[config.mk]
export PLATFORM = sky130hd
export DESIGN_NAME = lcd_status_reader_flat
export DESIGN_NICKNAME = d
export VERILOG_FILES = /design/src/rtl/lcd_pkg.sv /design/src/rtl/lcd_status_reader_if.sv /design/src/rtl/lcd_phase_timer.sv /design/src/rtl/lcd_status_reader.sv /design/src/flat_wrapper.sv
export SDC_FILE = /design/constraint.sdc
export NUM_CORES = 1
export LEC_CHECK = 0
export ABC_CLOCK_PERIOD_IN_PS = 4400
export BUFFER_PORTS_ARGS = -buffer_cell sky130_fd_sc_hd__buf_4
export CAP_MARGIN = 30
export CORE_ASPECT_RATIO = 0.9
export CORE_MARGIN = 2
export CORE_UTILIZATION = 59
export DETAILED_ROUTE_END_ITERATION = 12
export HOLD_SLACK_MARGIN = 0.15
export PLACE_DENSITY_LB_ADDON = 0.05
export SKIP_LAST_GASP = 1
export SLEW_MARGIN = 10
export SYNTH_ARGS = -nofsm -noshare
export SYNTH_HDL_FRONTEND = slang
export SYNTH_HIERARCHICAL = 1
export SYNTH_SLANG_ARGS = --single-unit
export TNS_END_PERCENT = 50
[constraint.sdc]
create_clock -name clk -period 4.4 [get_ports clk]
set_clock_uncertainty 0.1 [all_clocks]
set_input_delay 0.22 -clock clk [delete_from_list [all_inputs] [get_ports clk]]
set_output_delay 0.22 -clock clk [all_outputs]
set_load 0.05 [all_outputs]
[src/rtl/lcd_pkg.sv]
// Shared HD44780 constants and reader state encoding, usable by both the
// command writer and the status reader.
package lcd_pkg;

   localparam int unsigned T_AS     = 2;
   localparam int unsigned T_EH     = 25;
   localparam int unsigned T_AH     = 2;
   localparam int unsigned T_GAP    = 25;
   localparam int unsigned POLL_MAX = 2000;

   localparam int unsigned TMR_W  = 5;
   localparam int unsigned PCNT_W = 11;

   localparam int unsigned BF_BIT = 7;
   localparam int unsigned AC_MSB = 6;

   localparam logic RS_STATUS = 1'b0;
   localparam logic RW_WRITE  = 1'b0;
   localparam logic RW_READ   = 1'b1;

   typedef enum logic [2:0] {
      S_IDLE,
      S_SETUP,
      S_EN_HIGH,
      S_HOLD,
      S_CHECK,
      S_GAP,
      S_DONE
   } rd_state_t;

   // Phase timer counts down to zero, so a phase of N cycles loads N-1.
   function automatic logic [TMR_W-1:0] phase_load(input int unsigned cycles);
      return TMR_W'(cycles - 1);
   endfunction

endpackage

[src/rtl/lcd_status_reader_if.sv]
// Request/response handshake between a host and the LCD status reader.
interface lcd_status_reader_if;
   import lcd_pkg::*;

   logic            start;
   logic            rs_sel;
   logic            poll_busy;
   logic            ready;
   logic            done;
   logic [7:0]      rd_data;
   logic            busy_flag;
   logic [AC_MSB:0] addr_count;
   logic            timeout;

   modport master (
      output start, rs_sel, poll_busy,
      input  ready, done, rd_data, busy_flag, addr_count, timeout
   );

   modport slave (
      input  start, rs_sel, poll_busy,
      output ready, done, rd_data, busy_flag, addr_count, timeout
   );

endinterface

[src/rtl/lcd_phase_timer.sv]
// Loadable down-counter with a zero flag; times the LCD bus phases.
module lcd_phase_timer #(
   parameter int unsigned WIDTH = 5
) (
   input  logic             clk,
   input  logic             rst,
   input  logic             load,
   input  logic [WIDTH-1:0] load_val,
   output logic             zero
);

   logic [WIDTH-1:0] cnt;

   always_ff @(posedge clk) begin
      if (rst) begin
         cnt <= '0;
      end else if (load) begin
         cnt <= load_val;
      end else if (cnt != '0) begin
         cnt <= cnt - WIDTH'(1);
      end
   end

   assign zero = (cnt == '0);

endmodule

[src/rtl/lcd_status_reader.sv]
// HD44780 8-bit read-cycle engine: single status/data reads, or busy-flag
// polling until BF=0 or the poll limit is reached.
module lcd_status_reader
   import lcd_pkg::*;
#(
   parameter int unsigned T_AS     = lcd_pkg::T_AS,
   parameter int unsigned T_EH     = lcd_pkg::T_EH,
   parameter int unsigned T_AH     = lcd_pkg::T_AH,
   parameter int unsigned T_GAP    = lcd_pkg::T_GAP,
   parameter int unsigned POLL_MAX = lcd_pkg::POLL_MAX
) (
   input  logic                      clk,
   input  logic                      rst,
   lcd_status_reader_if.slave        host,
   output logic                      LCD_RS,
   output logic                      LCD_RW,
   output logic                      LCD_EN,
   input  logic [7:0]                LCD_DATA_IN
);

   localparam logic [PCNT_W-1:0] POLL_LIM = PCNT_W'(POLL_MAX);

   rd_state_t          state;
   rd_state_t          state_nx;
   logic               tmr_load;
   logic               tmr_zero;
   logic [TMR_W-1:0]   tmr_val;
   logic               rs_q;
   logic               poll_q;
   logic [PCNT_W-1:0]  poll_cnt;
   logic [7:0]         rd_data_q;
   logic               bf_q;
   logic [AC_MSB:0]    ac_q;
   logic               timeout_q;
   logic               accept;
   logic               sample;
   logic               last_read;

   assign accept    = (state == S_IDLE) && host.start;
   assign sample    = (state == S_EN_HIGH) && tmr_zero;
   assign last_read = !poll_q || !bf_q || (poll_cnt == POLL_LIM);

   lcd_phase_timer #(.WIDTH(TMR_W)) u_timer (
      .clk      (clk),
      .rst      (rst),
      .load     (tmr_load),
      .load_val (tmr_val),
      .zero     (tmr_zero)
   );

   always_ff @(posedge clk) begin
      if (rst) state <= S_IDLE;
      else     state <= state_nx;
   end

   always_comb begin
      state_nx = state;
      unique case (state)
         S_IDLE:    if (host.start) state_nx = S_SETUP;
         S_SETUP:   if (tmr_zero)   state_nx = S_EN_HIGH;
         S_EN_HIGH: if (tmr_zero)   state_nx = S_HOLD;
         S_HOLD:    if (tmr_zero)   state_nx = S_CHECK;
         S_CHECK:   state_nx = last_read ? S_DONE : S_GAP;
         S_GAP:     if (tmr_zero)   state_nx = S_SETUP;
         S_DONE:    state_nx = S_IDLE;
         default:   state_nx = S_IDLE;
      endcase
   end

   // The timer is reloaded on every state change with the length of the phase being entered.
   always_comb begin
      tmr_load = (state_nx != state);
      unique case (state_nx)
         S_SETUP:   tmr_val = phase_load(T_AS);
         S_EN_HIGH: tmr_val = phase_load(T_EH);
         S_HOLD:    tmr_val = phase_load(T_AH);
         S_GAP:     tmr_val = phase_load(T_GAP);
         default:   tmr_val = '0;
      endcase
   end

   always_comb begin
      host.ready = 1'b0;
      host.done  = 1'b0;
      LCD_RS     = RS_STATUS;
      LCD_RW     = RW_WRITE;
      LCD_EN     = 1'b0;
      unique case (state)
         S_IDLE: host.ready = 1'b1;
         S_SETUP, S_HOLD, S_CHECK, S_GAP: begin
            LCD_RS = rs_q;
            LCD_RW = RW_READ;
         end
         S_EN_HIGH: begin
            LCD_RS = rs_q;
            LCD_RW = RW_READ;
            LCD_EN = 1'b1;
         end
         S_DONE: host.done = 1'b1;
         default: ;
      endcase
   end

   always_ff @(posedge clk) begin
      if (rst) begin
         rs_q      <= RS_STATUS;
         poll_q    <= 1'b0;
         poll_cnt  <= '0;
         rd_data_q <= '0;
         bf_q      <= 1'b0;
         ac_q      <= '0;
         timeout_q <= 1'b0;
      end else begin
         if (accept) begin
            rs_q      <= host.poll_busy ? RS_STATUS : host.rs_sel;
            poll_q    <= host.poll_busy;
            timeout_q <= 1'b0;
            poll_cnt  <= PCNT_W'(1);
         end
         // Bus has been stable for the whole EN-high phase, so one capture register is enough.
         if (sample) begin
            rd_data_q <= LCD_DATA_IN;
            if (rs_q == RS_STATUS) begin
               bf_q <= LCD_DATA_IN[BF_BIT];
               ac_q <= LCD_DATA_IN[AC_MSB:0];
            end
         end
         if ((state == S_CHECK) && poll_q && bf_q) begin
            if (poll_cnt == POLL_LIM) timeout_q <= 1'b1;
            else                      poll_cnt  <= poll_cnt + PCNT_W'(1);
         end
      end
   end

   assign host.rd_data    = rd_data_q;
   assign host.busy_flag  = bf_q;
   assign host.addr_count = ac_q;
   assign host.timeout    = timeout_q;

endmodule
[src/flat_wrapper.sv]
// flat-port wrapper written by rule: the top's interface ports become plain ports
module lcd_status_reader_flat import lcd_pkg::*;
#(
   parameter int unsigned T_AS     = lcd_pkg::T_AS,
   parameter int unsigned T_EH     = lcd_pkg::T_EH,
   parameter int unsigned T_AH     = lcd_pkg::T_AH,
   parameter int unsigned T_GAP    = lcd_pkg::T_GAP,
   parameter int unsigned POLL_MAX = lcd_pkg::POLL_MAX
)
  (clk, rst, LCD_RS, LCD_RW, LCD_EN, LCD_DATA_IN, host_start, host_rs_sel, host_poll_busy, host_ready, host_done, host_rd_data, host_busy_flag, host_addr_count, host_timeout);
  lcd_status_reader_if host_i ();
  input  logic clk;
  input  logic rst;
  output logic LCD_RS;
  output logic LCD_RW;
  output logic LCD_EN;
  input  logic [7:0] LCD_DATA_IN;
  input wire logic [$bits(host_i.start)-1:0] host_start;
  input wire logic [$bits(host_i.rs_sel)-1:0] host_rs_sel;
  input wire logic [$bits(host_i.poll_busy)-1:0] host_poll_busy;
  output wire logic [$bits(host_i.ready)-1:0] host_ready;
  output wire logic [$bits(host_i.done)-1:0] host_done;
  output wire logic [$bits(host_i.rd_data)-1:0] host_rd_data;
  output wire logic [$bits(host_i.busy_flag)-1:0] host_busy_flag;
  output wire logic [$bits(host_i.addr_count)-1:0] host_addr_count;
  output wire logic [$bits(host_i.timeout)-1:0] host_timeout;
  assign host_i.start = host_start;
  assign host_i.rs_sel = host_rs_sel;
  assign host_i.poll_busy = host_poll_busy;
  assign host_ready = host_i.ready;
  assign host_done = host_i.done;
  assign host_rd_data = host_i.rd_data;
  assign host_busy_flag = host_i.busy_flag;
  assign host_addr_count = host_i.addr_count;
  assign host_timeout = host_i.timeout;
  lcd_status_reader #(.T_AS(T_AS), .T_EH(T_EH), .T_AH(T_AH), .T_GAP(T_GAP), .POLL_MAX(POLL_MAX)) u_core (.clk(clk), .rst(rst), .host(host_i), .LCD_RS(LCD_RS), .LCD_RW(LCD_RW), .LCD_EN(LCD_EN), .LCD_DATA_IN(LCD_DATA_IN));
endmodule
Yosys cells after proc, flatten, opt, wreduce, memory -nomap -nowiden
Index checks and enable logic that the tools add are counted.
{"block": "word_totals", "input_bits": 13, "output_inout_bits": 22, "wordCells": 62, "ff_bits": 38}
{"block": "classes", "bitwise": 1, "eq_ne": 12, "reduce_logical": 16, "n_addsub": 2, "n_mux": 22}
{"op": "$mux 11", "n": 3}
{"op": "$pmux 3 s6", "n": 1}
{"op": "$mux 3", "n": 5}
{"op": "$eq 3x2->1 const B", "n": 4}
{"op": "$eq 3x3->1 const B", "n": 4}
{"op": "$add 11x1->11 const B", "n": 1}
{"op": "$eq 11x11->1 const B", "n": 1}
{"op": "$mux 5", "n": 2}
{"op": "$pmux 5 s2", "n": 1}
{"op": "$mux 1", "n": 9}
{"op": "$eq 3x1->1 const B", "n": 2}
{"op": "$logic_not 5->1", "n": 1}
{"op": "$reduce_bool 5->1", "n": 1}
{"op": "$reduce_or 5->1", "n": 1}
{"op": "$sub 5x1->5 const B", "n": 1}
{"op": "$logic_and 1x1->1", "n": 4}
{"op": "$reduce_or 2->1", "n": 2}
{"op": "$logic_not 3->1", "n": 1}
{"op": "$ne 3x3->1", "n": 1}
{"op": "$logic_not 1->1", "n": 2}
{"op": "$logic_or 1x1->1", "n": 2}
{"op": "$mux 2", "n": 1}
{"op": "$reduce_and 2->1", "n": 1}
{"op": "$reduce_bool 2->1", "n": 1}
{"op": "$not 1->1", "n": 1}

Depth between registers and ports, before layout
{"block": "logic_depth", "ltp_word": 9, "depth_mapped": 11, "mapped_depth_nobuf": 10}

Cells and area by module
The synthesis kept the hierarchy.
{"mod": "lcd_status_reader", "n_inst": 1, "area_per_inst_um2": 1647.8, "cells_per_inst": 198}
{"mod": "lcd_phase_timer", "n_inst": 1, "area_per_inst_um2": 287.8, "cells_per_inst": 32}

Worst setup path before layout
No wires, ideal clock.
{"block": "synth_path", "kind": "reg2out", "from": "register u_core.state[2]", "to": "output LCD_RS", "path_stages_with_launch": 5, "slack_ns": 1.250, "arrival_time_ns": 2.830, "cell_sequence": "dfxtp_1 -> buf_4 -> nor3_1 -> a21oi_1 -> and2_1"}
{"block": "synth_between", "elab_chain_len": 3, "word_cells_on_any_way": 7, "cone_classes": "eq/ne (5); mux (1); reduce/logical (1)"}
{"item": "start: declaration", "line": "lcd_status_reader.sv:23", "source": "rd_state_t state;"}
{"item": "start signal: assignment", "line": "lcd_status_reader.sv:53", "source": "else state <= state_nx;"}
{"item": "$eq 3x1->1 (tied with other cells)", "line": "lcd_status_reader.sv:88", "source": "unique case (state)"}
{"item": "$reduce_or 5->1 (no source line) (*)"}
{"item": "$mux 1 (*)", "line": "lcd_status_reader.sv:88"}
{"item": "end: declaration", "line": "flat_wrapper.sv:14", "source": "output logic LCD_RS;"}
Every way passes the cells marked *; elsewhere a longest branch is shown, timed or not.

Worst setup path after layout
{"block": "layout_path", "from": "register u_core.u_timer.cnt[0]", "to": "register u_core.u_timer.cnt[1]"}
{"block": "layout_between", "elab_chain_len": 5, "word_cells_on_any_way": 12, "cone_classes": "add/sub (1); eq/ne (1); mux (7); reduce/logical (3)"}
{"item": "start: declaration", "line": "lcd_phase_timer.sv:12", "source": "logic [WIDTH-1:0] cnt;"}
{"item": "start signal: assignment", "line": "lcd_phase_timer.sv:18", "source": "cnt <= load_val;"}
{"item": "start signal: assignment", "line": "lcd_phase_timer.sv:20", "source": "cnt <= cnt - WIDTH'(1);"}
{"item": "$logic_not 5->1 (*)", "line": "lcd_phase_timer.sv:24", "source": "assign zero = (cnt == '0);"}
{"item": "named net u_core.tmr_zero", "line": "lcd_status_reader.sv:26", "source": "logic tmr_zero;"}
{"item": "$mux 3 (on tied branches)"}
{"item": "$pmux 3 s6 (*)", "line": "lcd_status_reader.sv:58", "source": "unique case (state)"}
{"item": "$ne 3x3->1 (*)", "line": "lcd_status_reader.sv:72", "source": "tmr_load = (state_nx != state);"}
{"item": "named net u_core.tmr_load", "line": "lcd_status_reader.sv:25", "source": "logic tmr_load;"}
{"item": "$mux 5 or $reduce_bool 2->1 (tied branches)"}
Mark *: on every way through the listed nets, which the timed path passes. The rest lies on a longest branch. The select of a mux whose other input is x is not followed.
A chain may end at the register's enable or synchronous reset.

==> out/summary.txt <==
======================================================================================================
CP Data Arrival Time                                                                           3.13 ns
Result of the run                                                                         finished, final reports clean
CTS tree                                                                                         built
Die Area                                                                                    3756 sq um
Sequential group share of total power                                                            36.6%
Antenna Cells                                                                                        0
Cell taking the most area after synthesis                                                 sky130_fd_sc_hd__dfxtp_1
Drt first pass iters                                                                                 4
First-pass GRT wire length                                                                     7396 um
Total via count after detailed routing                                                            1812
Fill cell total of the finished layout                                                             231
I/O pin count                                                                                       35
Part of the power in the clock network                                                           25.0%
Count of input and output buffers                                                                   34
Synth top cells by count                                                                  sky130_fd_sc_hd__dfxtp_1 (38), sky130_fd_sc_hd__nand2_1 (36), sky130_fd_sc_hd__a21oi_1 (26)
Core outline area                                                                           3090 sq um
Setup slack of the most critical reg-to-reg path                                               1.42 ns
Ranking of synthesized cells by area                                                      sky130_fd_sc_hd__dfxtp_1 (39%), sky130_fd_sc_hd__nand2_1 (7.0%), sky130_fd_sc_hd__a21oi_1 (6.7%)
# nets final                                                                                       284
Routed Wire Length                                                                             4569 um
Fraction of post-synthesis cell area in the top cell type by area                               39.30%
Most used routing layer                                                                           met2
Critical path peak fanout                                                                           14
Final-layout setup total negative slack                                                           0 ns
Proportion of register bits with asynchronous set or reset after synthesis                          0%
DP HPWL                                                                                        2927 um
Met1 track utilization from global routing                                                      33.94%
Cell area after layout                                                                      2396 sq um
Pint                                                                                       0.0007598 W
Commonest register cell after synthesis                                                   sky130_fd_sc_hd__dfxtp_1
Worst r2r src                                                                             u_core/u_timer/cnt[0]
Hold Path Origin                                                                                   rst
Tightest slew margin relative to the limit                                                      45.79%
Final ANT Viol Nets                                                                                  0
Hold Path Stages                                                                                     2
Final std cells w/o fill                                                                           311
Worst Setup Start Kind                                                                       flip-flop
Fraction of the yosys area taken by sequential cells                                            39.30%
Switching portion of total power                                                                39.14%
Per-cell routed wire length                                                                   14.69 um
Synthesis warning total                                                                              6
Via density per instance                                                                         5.826
Area Growth Syn to Fin                                                                          23.79%
Slew of the pin with the lowest slew margin                                                  0.8121 ns
GR met2 Demand/Resource                                                                         41.96%
Clock period minus final worst setup slack                                                    2.984 ns
Routability congestion estimate                                                                 0.8565
Crit end category                                                                            flip-flop
Hold-critical path endpoint                                                               u_core/state[2]
Routing usage on met3                                                                           4.589%
DIE HEIGHT                                                                                    58.34 um
Most numerous cell in the Yosys netlist                                                   sky130_fd_sc_hd__dfxtp_1
Max-slew violation total from the final report                                                       0
Slowest library cell on the worst path                                                    sky130_fd_sc_hd__nor4b_4
Final worst path period share                                                                   67.81%
Crit-path max cell delay                                                                       0.61 ns
Die Width                                                                                     64.38 um
Total placed cells including tap cells                                                             293
Global-route usage over all layers                                                              25.56%
Leakage component of the power                                                               0.9486 nW
Synth Cell Area                                                                             1936 sq um
Comb power frac                                                                                  38.4%
Maxcap violations                                                                                    0
Deepest level of the CTS H-tree                                                                      2
Highest attainable clock frequency                                                          0.3351 GHz
Setup fix buffers added after clock tree synthesis                                                   0
Post-synthesis area per instance                                                           8.416 sq um
Number of global-route vias before repair                                                         1561
Switch Pwr                                                                                 0.0004887 W
Number of buffers on the longest clock path                                                          2
Final global-route overflow total                                                                    0
Number of DRC violations after detailed routing                                                      0
Resized cells post-CTS                                                                               0
Type of the worst setup path                                                              flip-flop to flip-flop
Number of cells on the worst reg-to-reg path                                                        10
Data required time of the worst path                                                           4.55 ns
Share of post-route cells with drive strength above 1                                           20.07%
Library cell appearing most often on the critical path                                    sky130_fd_sc_hd__inv_1
Number of DRC markers in iteration 0                                                               125
Post-synth cell types                                                                               56
Initial cell density of the core                                                                62.63%
Cells along the critical path                                                             inv_1 > ha_1 > nor4b_4 > nand2_1 > inv_1 > o22ai_1 > o311ai_2 > inv_1 > and4_2 > a311o_1
Clock transition at the register clock pins on the worst setup and hold paths after CTS        0.11 ns
EDFF count, synth                                                                                    0
Power density relative to cell area                                                       521.1 nW/um^2
Endpoint of the worst register-to-register path                                           u_core/u_timer/cnt[1]
Number of rows in the core area                                                                     19
Hold Vio Cnt, Final                                                                                  0
Final setup fails                                                                                    0
Number of clock sinks seen by CTS                                                                   38
Pin count of the biggest net entering global routing                                                41
Clock root buffer                                                                         sky130_fd_sc_hd__clkbuf_4
Total CTS buffers                                                                                    5
Gate Count Post-Synth                                                                              230
Post-place instance area                                                                    2185 sq um
Maximum vdd drop                                                                              482.5 uV
Antenna violations before repair                                                                     0
Clock latency at the later pin of the worst-skew pair                                          0.35 ns
Register bit count reported by yosys                                                                38
Setup repair after global routing missed its margin                                                 no
Worst hold path type                                                                      input pin to flip-flop
======================================================================================================
==> sequential cells by signal, summed over array words and instances, names as in the netlist <==
signal / count
u_core/poll_cnt: 11
u_core/host.rd_data: 8
u_core/host.addr_count: 7
u_core/u_timer/cnt: 5
u_core/state: 3
u_core/host.busy_flag: 1
u_core/host.timeout: 1
u_core/poll_q: 1
u_core/rs_q: 1
==> cell type report <==
type,count,area (sq um),area share (%)
clock inverters,2,60.06,2.507
inverters,11,41.29,1.723
repair buffers,44,355.3,14.83
clock buffers,6,51.30,2.141
flip-flops and latches,38,760.7,31.75
well taps,42,52.55,2.193
multi-input cells,168,1075,44.86
==> per-stage QoR <==
step            power, W  worst slack (ns)  util, %  hold slack (ns)
3_5_place_dp   0.0009202             1.538    70.69           0.3486
2_1_floorplan  0.0008191             1.250        -           0.1891
4_1_cts         0.001245             1.466    77.53           0.1710
3_3_place_gp   0.0009130             1.552    70.69           0.3448
5_1_grt         0.001310             1.133    77.53           0.1832
6_report        0.001249             1.416    77.53           0.1813
==> power by group through the flow <==
stage | combinational, W | sequential (W) | clock (W)
6_report | 0.000480 | 0.000457 | 0.000312
5_1_grt | 0.000517 | 0.000464 | 0.000329
4_1_cts | 0.000475 | 0.000455 | 0.000315
3_5_place_dp | 0.000458 | 0.000462 | 0
3_3_place_gp | 0.000453 | 0.000460 | 0
2_1_floorplan | 0.000354 | 0.000465 | 0
==> worst max-delay path by stage <==
| stage | startpoint | end |
|---|---|---|
| after floorplan | u_core/state[2] | LCD_RS |
| after global placement | u_core/u_timer/cnt[0] | u_core/host.addr_count[6] |
| after detailed placement | u_core/u_timer/cnt[0] | u_core/host.addr_count[6] |
| after CTS | u_core/u_timer/cnt[0] | u_core/u_timer/cnt[1] |
| after global routing | u_core/u_timer/cnt[0] | u_core/host.addr_count[0] |
| final | u_core/u_timer/cnt[0] | u_core/u_timer/cnt[1] |
==> layer usage <==
layer  wire length, um  up-vias
met5                 0        -
met1              2079      851
met4                70        0
li1                  -      900
met2              2213       51
met3               206       10
==> timing repair <==
| action | in CTS | in global routing |
|---|---|---|
| hold buffers | 10 | 0 |
| hold endpoints to repair | 18 | 0 |
| endpoints found under the setup margin | 0 | 0 |
==> cells by family (layout without fill, tap and decap cells) <==
| family | Yosys count | after routing | synth area share, % |
|---|---|---|---|
| muxes | 2 | 2 | 1.357 |
| buffers and inverters | 25 | 63 | 5.365 |
| adders and majority gates | 3 | 3 | 1.939 |
| DFF | 38 | 38 | 39.30 |
| AOI/OAI and AO/OA | 59 | 59 | 19.13 |
| and+or+nand+nor | 97 | 97 | 30.45 |
| xor gates and xnor gates | 5 | 5 | 2.262 |
| other | 1 | 2 | 0.1937 |
==> critical path, delay by kind of cell, from the launching register on <==
kind | cells | cell delay [ns]
adders and majority gates | 1 | 0.20
DFF | 1 | 0.35
and+or+nand+nor | 3 | 1.22
AOI/OAI and AO/OA | 3 | 0.57
buffers and inverters | 3 | 0.45
==> cell usage in the layout, fill, tap and decap left out, types with 2 or more instances in the layout <==
master,count
sky130_fd_sc_hd__o22ai_1,2
sky130_fd_sc_hd__and4_1,3
sky130_fd_sc_hd__nand4b_1,2
sky130_fd_sc_hd__a22oi_1,2
sky130_fd_sc_hd__nor3_1,6
sky130_fd_sc_hd__nor4b_4,2
sky130_fd_sc_hd__nor2b_1,3
sky130_fd_sc_hd__nor4_4,2
sky130_fd_sc_hd__buf_4,34
sky130_fd_sc_hd__xnor2_1,4
sky130_fd_sc_hd__dlygate4sd3_1,10
sky130_fd_sc_hd__a21oi_1,26
sky130_fd_sc_hd__nand4_1,2
sky130_fd_sc_hd__o21ai_0,10
sky130_fd_sc_hd__a31oi_1,2
sky130_fd_sc_hd__dfxtp_1,38
sky130_fd_sc_hd__ha_1,3
sky130_fd_sc_hd__bufinv_16,2
sky130_fd_sc_hd__inv_1,10
sky130_fd_sc_hd__conb_1,2
sky130_fd_sc_hd__a311oi_1,2
sky130_fd_sc_hd__nand2b_1,3
sky130_fd_sc_hd__o211ai_1,3
sky130_fd_sc_hd__nand3_1,6
sky130_fd_sc_hd__nor2_1,15
sky130_fd_sc_hd__nor3b_1,3
sky130_fd_sc_hd__nand2_1,36
sky130_fd_sc_hd__and3_1,3
sky130_fd_sc_hd__clkbuf_4,5
Power figures use the tool's default switching activity.
